$ cat config.mk
export PLATFORM = sky130hd
export DESIGN_NAME = wb_master_arbiter_flat
export DESIGN_NICKNAME = d
export VERILOG_FILES = /design/src/rtl/wb_master_arbiter_if.sv /design/src/rtl/wb_master_arbiter.sv /design/src/flat_wrapper.sv
export SDC_FILE = /design/constraint.sdc
export NUM_CORES = 1
export LEC_CHECK = 0
export ABC_CLOCK_PERIOD_IN_PS = 5200
export CAP_MARGIN = 20
export CORE_AREA = 3 3 164 166
export CTS_CLUSTER_SIZE = 10
export DETAILED_ROUTE_END_ITERATION = 8
export DIE_AREA = 0 0 167 169
export PLACE_DENSITY = 0.55
export SLEW_MARGIN = 0
export SYNTH_ARGS = -nofsm -noshare
export SYNTH_HDL_FRONTEND = slang
export SYNTH_SLANG_ARGS = --single-unit
export TNS_END_PERCENT = 10
$ cat constraint.sdc
create_clock -name wb_clk -period 5.2 [get_ports wb_clk]
set_input_delay 0.78 -clock wb_clk [delete_from_list [all_inputs] [get_ports wb_clk]]
set_output_delay 0.78 -clock wb_clk [all_outputs]
set_load 0.03 [all_outputs]
$ cat src/rtl/wb_master_arbiter_if.sv
// wb_master_arbiter_if: requester-side and engine-side signals of wb_master_arbiter.
interface wb_master_arbiter_if #(
   parameter int NUM_REQ = 4,
   parameter int AW      = 32,
   parameter int DW      = 32
);
   logic [NUM_REQ-1:0]        req;
   logic [NUM_REQ*AW-1:0]     req_addr;
   logic [NUM_REQ*DW/8-1:0]   req_sel;
   logic [NUM_REQ-1:0]        req_write;
   logic [NUM_REQ*DW-1:0]     req_wdata;
   logic [NUM_REQ-1:0]        grant;
   logic [NUM_REQ-1:0]        done;
   logic                      err;
   logic [DW-1:0]             rdata;
   logic                      m_start;
   logic [AW-1:0]             m_address;
   logic [DW/8-1:0]           m_selection;
   logic                      m_write;
   logic [DW-1:0]             m_data_wr;
   logic [DW-1:0]             m_data_rd;
   logic                      m_active;
   logic                      m_err;
   modport master (
      input  req, req_addr, req_sel, req_write, req_wdata, m_data_rd, m_active, m_err,
      output grant, done, err, rdata, m_start, m_address, m_selection, m_write, m_data_wr
   );
   modport slave (
      output req, req_addr, req_sel, req_write, req_wdata, m_data_rd, m_active, m_err,
      input  grant, done, err, rdata, m_start, m_address, m_selection, m_write, m_data_wr
   );
endinterface

$ cat src/rtl/wb_master_arbiter.sv
// wb_master_arbiter: round-robin sharing of one Wishbone master engine among NUM_REQ requesters.
// Define WB_MASTER_ARBITER_FIXED_PRIO_EN for fixed priority (lowest index wins) instead of round-robin.
module wb_master_arbiter #(
   parameter int NUM_REQ = 4,
   parameter int AW      = 32,
   parameter int DW      = 32
) (
   input logic               wb_clk,
   input logic               wb_rst_n,
   wb_master_arbiter_if.master bus
);
   localparam int IW = $clog2(NUM_REQ);
   typedef enum logic [1:0] {IDLE, ISSUE, BUSY, DONE} state_t;
   state_t        state;
   logic [IW-1:0] pick;
   logic          flag;
`ifdef WB_MASTER_ARBITER_FIXED_PRIO_EN
   always_comb begin
      pick = '0;
      for (int k = NUM_REQ - 1; k >= 0; k--)
         if (bus.req[k]) pick = IW'(k);
   end
`else
   logic [IW-1:0] rr_ptr;
   logic [IW-1:0] win;
   // Scan downward in offset so the nearest requester above rr_ptr is the last assignment.
   always_comb begin
      pick = '0;
      for (int k = NUM_REQ - 1; k >= 0; k--)
         if (bus.req[(int'(rr_ptr) + k) % NUM_REQ]) pick = IW'((int'(rr_ptr) + k) % NUM_REQ);
   end
`endif
   always_ff @(posedge wb_clk or negedge wb_rst_n) begin
      if (!wb_rst_n) begin
         state           <= IDLE;
         flag            <= 1'b0;
         bus.grant       <= '0;
         bus.done        <= '0;
         bus.err         <= 1'b0;
         bus.rdata       <= '0;
         bus.m_start     <= 1'b0;
         bus.m_address   <= '0;
         bus.m_selection <= '0;
         bus.m_write     <= 1'b0;
         bus.m_data_wr   <= '0;
`ifndef WB_MASTER_ARBITER_FIXED_PRIO_EN
         rr_ptr          <= '0;
         win             <= '0;
`endif
      end else begin
         bus.done <= '0;
         bus.err  <= 1'b0;
         case (state)
            IDLE: if (|bus.req) begin
               bus.grant       <= NUM_REQ'(1) << pick;
               bus.m_address   <= bus.req_addr[pick*AW +: AW];
               bus.m_selection <= bus.req_sel[pick*(DW/8) +: DW/8];
               bus.m_write     <= bus.req_write[pick];
               bus.m_data_wr   <= bus.req_wdata[pick*DW +: DW];
               bus.m_start     <= 1'b1;
               flag            <= 1'b0;
`ifndef WB_MASTER_ARBITER_FIXED_PRIO_EN
               win             <= pick;
`endif
               state           <= ISSUE;
            end
            ISSUE: if (bus.m_active) begin
               bus.m_start <= 1'b0;
               state       <= BUSY;
            end
            BUSY: begin
               if (bus.m_err) flag <= 1'b1;
               if (!bus.m_active) state <= DONE;
            end
            DONE: begin
               bus.done  <= bus.grant;
               bus.err   <= flag;
               if (!bus.m_write && !flag) bus.rdata <= bus.m_data_rd;
`ifndef WB_MASTER_ARBITER_FIXED_PRIO_EN
               rr_ptr    <= (win == IW'(NUM_REQ - 1)) ? '0 : win + 1'b1;
`endif
               bus.grant <= '0;
               state     <= IDLE;
            end
            default: state <= IDLE;
         endcase
      end
   end
endmodule
$ cat src/flat_wrapper.sv
// flat-port wrapper written by rule: the top's interface ports become plain ports
module wb_master_arbiter_flat 
#(
   parameter int NUM_REQ = 4,
   parameter int AW      = 32,
   parameter int DW      = 32
)
  (wb_clk, wb_rst_n, bus_req, bus_req_addr, bus_req_sel, bus_req_write, bus_req_wdata, bus_m_data_rd, bus_m_active, bus_m_err, bus_grant, bus_done, bus_err, bus_rdata, bus_m_start, bus_m_address, bus_m_selection, bus_m_write, bus_m_data_wr);
  wb_master_arbiter_if #(.NUM_REQ(NUM_REQ), .AW(AW), .DW(DW)) bus_i ();
  input logic wb_clk;
  input logic wb_rst_n;
  input wire logic [$bits(bus_i.req)-1:0] bus_req;
  input wire logic [$bits(bus_i.req_addr)-1:0] bus_req_addr;
  input wire logic [$bits(bus_i.req_sel)-1:0] bus_req_sel;
  input wire logic [$bits(bus_i.req_write)-1:0] bus_req_write;
  input wire logic [$bits(bus_i.req_wdata)-1:0] bus_req_wdata;
  input wire logic [$bits(bus_i.m_data_rd)-1:0] bus_m_data_rd;
  input wire logic [$bits(bus_i.m_active)-1:0] bus_m_active;
  input wire logic [$bits(bus_i.m_err)-1:0] bus_m_err;
  output wire logic [$bits(bus_i.grant)-1:0] bus_grant;
  output wire logic [$bits(bus_i.done)-1:0] bus_done;
  output wire logic [$bits(bus_i.err)-1:0] bus_err;
  output wire logic [$bits(bus_i.rdata)-1:0] bus_rdata;
  output wire logic [$bits(bus_i.m_start)-1:0] bus_m_start;
  output wire logic [$bits(bus_i.m_address)-1:0] bus_m_address;
  output wire logic [$bits(bus_i.m_selection)-1:0] bus_m_selection;
  output wire logic [$bits(bus_i.m_write)-1:0] bus_m_write;
  output wire logic [$bits(bus_i.m_data_wr)-1:0] bus_m_data_wr;
  assign bus_i.req = bus_req;
  assign bus_i.req_addr = bus_req_addr;
  assign bus_i.req_sel = bus_req_sel;
  assign bus_i.req_write = bus_req_write;
  assign bus_i.req_wdata = bus_req_wdata;
  assign bus_i.m_data_rd = bus_m_data_rd;
  assign bus_i.m_active = bus_m_active;
  assign bus_i.m_err = bus_m_err;
  assign bus_grant = bus_i.grant;
  assign bus_done = bus_i.done;
  assign bus_err = bus_i.err;
  assign bus_rdata = bus_i.rdata;
  assign bus_m_start = bus_i.m_start;
  assign bus_m_address = bus_i.m_address;
  assign bus_m_selection = bus_i.m_selection;
  assign bus_m_write = bus_i.m_write;
  assign bus_m_data_wr = bus_i.m_data_wr;
  wb_master_arbiter #(.NUM_REQ(NUM_REQ), .AW(AW), .DW(DW)) u_core (.wb_clk(wb_clk), .wb_rst_n(wb_rst_n), .bus(bus_i));
endmodule
==> results.txt <==
instance area after placement = 10800 um^2
number of setup violations in the final report = 0
number of hold violations in the final report = 0
drt first pass iters = 4
clock tree root driver cell = sky130_fd_sc_hd__clkbuf_16
number of buffers inserted during clock tree synthesis = 17
main area contributors after synthesis = sky130_fd_sc_hd__dfrtp_1, sky130_fd_sc_hd__mux2i_1, sky130_fd_sc_hd__o221ai_1, sky130_fd_sc_hd__mux2_2, sky130_fd_sc_hd__nand2_1
clock tree from TritonCTS = done
diode insertion count for antenna repair = 0
Crit Path Category = in -> reg
NetSw = 2820 uW
transition time at the pin with the least slew margin = 0.938 ns
netlist area before placement = 6210 um^2
die outline height = 169 um
met2 usage = 30.3%
post-layout min period = 2.99 ns
post-placement worst setup slack = 1.66 ns
largest area contributor in the synthesized netlist = sky130_fd_sc_hd__dfrtp_1
clock network fraction of design power = 17.5%
crit path DAT = 3.27 ns
number of remaining DRC errors = 0
number of max-cap violations = 0
flip-flop cell with the highest count after synthesis = sky130_fd_sc_hd__dfrtp_1
count of placed standard cells including taps = 1262
fin crit share = 57.5%
standard-cell row count = 59
Max Clock Freq = 334 MHz
signed area change from the synthesized netlist to the final layout = 82.9%
top cell types by occurrence after synthesis = sky130_fd_sc_hd__mux2i_1, sky130_fd_sc_hd__dfrtp_1, sky130_fd_sc_hd__nand2_1
total negative setup slack = 0 ns
grt met3 use = 5.28%
Synth warnings = 0
startpoint class of the critical path = primary input
internal power = 3670 uW
Post-Syn Instances = 529
total area of sequential cells = 2950 um^2
Register-to-Register Setup Slack = 2.67 ns
most frequent cell after synthesis = sky130_fd_sc_hd__mux2i_1
part of the Yosys area used for sequential elements = 47.5%
sort of element at the end of the critical path = flop
total via count after detailed routing = 5969
Final WS setup = 2.21 ns
CTS clock-pin slew for the worst setup and hold paths = 0.07 ns
Net Count, Synth = 851
antenna violations before repair = 1
result of the run = complete, no violations
share of power burned in combinational logic = 57.4%
global route total overflow = 0
sequential fraction of design power = 25.1%
Max clock buf depth = 2
floorplan die width = 167 um
Filler Cell Count = 2436
Routed Antenna Nets = 0
pins over their slew limit = 0
Synth cell types = 26
Routed Wire Length = 26300 um
maximum level of the CTS H-tree = 4
initial core utilization = 24.1%
Slew Limit Headroom = 37.5%
pwr dens = 571 nW/um^2
number of storage elements in the synthesis netlist = 118
Routed WL per cell = 20.3 um
global routing usage summed across all routing layers = 18.1%
first-pass GRT wire length = 39200 um
largest net degree at the start of global routing = 71
Worst Path Required = 5.48 ns
Post-CTS Setup Repair Bufs = 0
number of DRC violations after detailed-routing iteration 0 = 291
# clock sinks = 118
switching power as a share of total power = 43.5%
Core Area = 25800 um^2
async set-or-reset flop fraction in the synthesized netlist = 100%
grt met1 use = 22.4%
grt peak-use layer = met2
unrepaired setup endpoints after global routing = false
number of hold buffers added after CTS = 0
Hold WC Path Type = in -> async
IO buf count = 426
Worst Path Max Fanout = 51
worst vdd rail ir drop = 0.451 mV
via count of the first global-routing pass = 6276
Power, Total = 6490 uW
number of top-level pins = 427
routability-driven placement congestion ratio = 0.826
final non-filler cell total = 1295
leakage dissipation = 0.00496 uW
multi-input combinational cell area = 3020 um^2
Total Nets Final = 1269
final HPWL from detailed placement = 20200 um
Resized cells post-CTS = 0
vias per std cell = 4.61
layout cell share with drive strength beyond 1 = 9.38%
Clock Latency Late Sink = 0.42 ns
maximum clock skew at final layout = 0.0126 ns
number of synthesized flops with an enable pin = 0
area of the die = 28200 um^2
area fraction of the dominant cell type after synthesis = 47.5%
mean instance size in the synthesized netlist = 11.7 um^2
design area = 11400 um^2
-- power groups by stage --
stage | logic [uW] | registers, uW | clock network [uW]
after global routing | 3990 | 1700 | 1210
after floorplan | 1460 | 2410 | 0
after detailed placement | 3760 | 1640 | 0
final | 3730 | 1630 | 1140
after CTS | 3770 | 1640 | 1160
after global placement | 3750 | 1640 | 0
-- per-stage QoR --
stage	hold WS [ns]	util, %
floorplan	0.451	-
global placement	0.467	41.9
detailed placement	0.472	41.9
CTS	0.486	44.0
global route	0.509	44.1
finish	0.483	44.1
-- layer usage --
layer | up-vias | wire, um
li1 | 2837 | -
met4 | 2 | 592
met5 | - | 20
met3 | 37 | 1780
met1 | 2854 | 10800
met2 | 239 | 13000
-- cell usage in the layout, fill, tap and decap left out, types with 7 or more instances in the layout --
cell type / Yosys / layout
sky130_fd_sc_hd__mux2_2: 34 / 34
sky130_fd_sc_hd__inv_6: 0 / 7
sky130_fd_sc_hd__clkdlybuf4s50_1: 0 / 425
sky130_fd_sc_hd__clkbuf_16: 0 / 17
sky130_fd_sc_hd__nand2_1: 79 / 77
sky130_fd_sc_hd__dfrtp_1: 118 / 118
sky130_fd_sc_hd__o221ai_1: 69 / 69
sky130_fd_sc_hd__buf_4: 0 / 14
sky130_fd_sc_hd__mux2i_1: 138 / 138
sky130_fd_sc_hd__a21oi_1: 7 / 7
-- worst paths after layout --
path,depth (start not counted),to,from
setup / recovery,7,u_core.bus.m_data_wr[13],bus_req[2]
hold / removal,1,u_core.bus.rdata[21],wb_rst_n
setup reg to reg,6,u_core.bus.m_data_wr[13],u_core.rr_ptr[0]
hold reg to reg,2,u_core.bus.m_data_wr[2],u_core.bus.m_data_wr[2]
max in group asynchronous,2,u_core.bus.m_data_wr[2],wb_rst_n
min in group wb_clk,2,u_core.bus.m_data_wr[2],u_core.bus.m_data_wr[2]
-- worst max-delay path, cell delays in order --
cell	delay, ns
sky130_fd_sc_hd__clkdlybuf4s50_1	0.49
sky130_fd_sc_hd__nor2b_1	0.25
sky130_fd_sc_hd__a21o_1	0.14
sky130_fd_sc_hd__a211o_4	0.70
sky130_fd_sc_hd__buf_4	0.47
sky130_fd_sc_hd__mux2i_1	0.24
sky130_fd_sc_hd__o221ai_1	0.13
-- sequential cells by signal (all words and copies together), names as in the netlist --
signal,count
u_core.bus.m_data_wr,32
u_core.state,2
u_core.win,2
u_core.bus.rdata,32
u_core.rr_ptr,2
u_core.bus.m_address,32
u_core.bus.m_selection,4
u_core.flag,1
u_core.bus.err,1
u_core.bus.grant,4
u_core.bus.m_start,1
u_core.bus.m_write,1
u_core.bus.done,4
-- layout make-up --
type,count,area share [%]
Inverter,6,0.198
Clock inverter,15,1.15
Multi-Input combinational cell,363,26.5
Tap cell,335,3.69
Clock buffer,17,3.74
Timing Repair Buffer,441,38.7
Sequential cell,118,26.0
-- cell families (layout without fill, tap and decap cells) --
logic type                 count (synthesis)  after routing  synth area share, %
DFF                                      118            118                 47.5
muxes                                    172            172                 28.4
buffers and inverters                     48            479                 4.27
and+or+nand+nor                           95             95                 6.20
adders and majority gates                  6              6                 1.21
AOI/OAI and AO/OA                         90             90                 12.4
No activity file was read; power rests on OpenSTA's default activity.
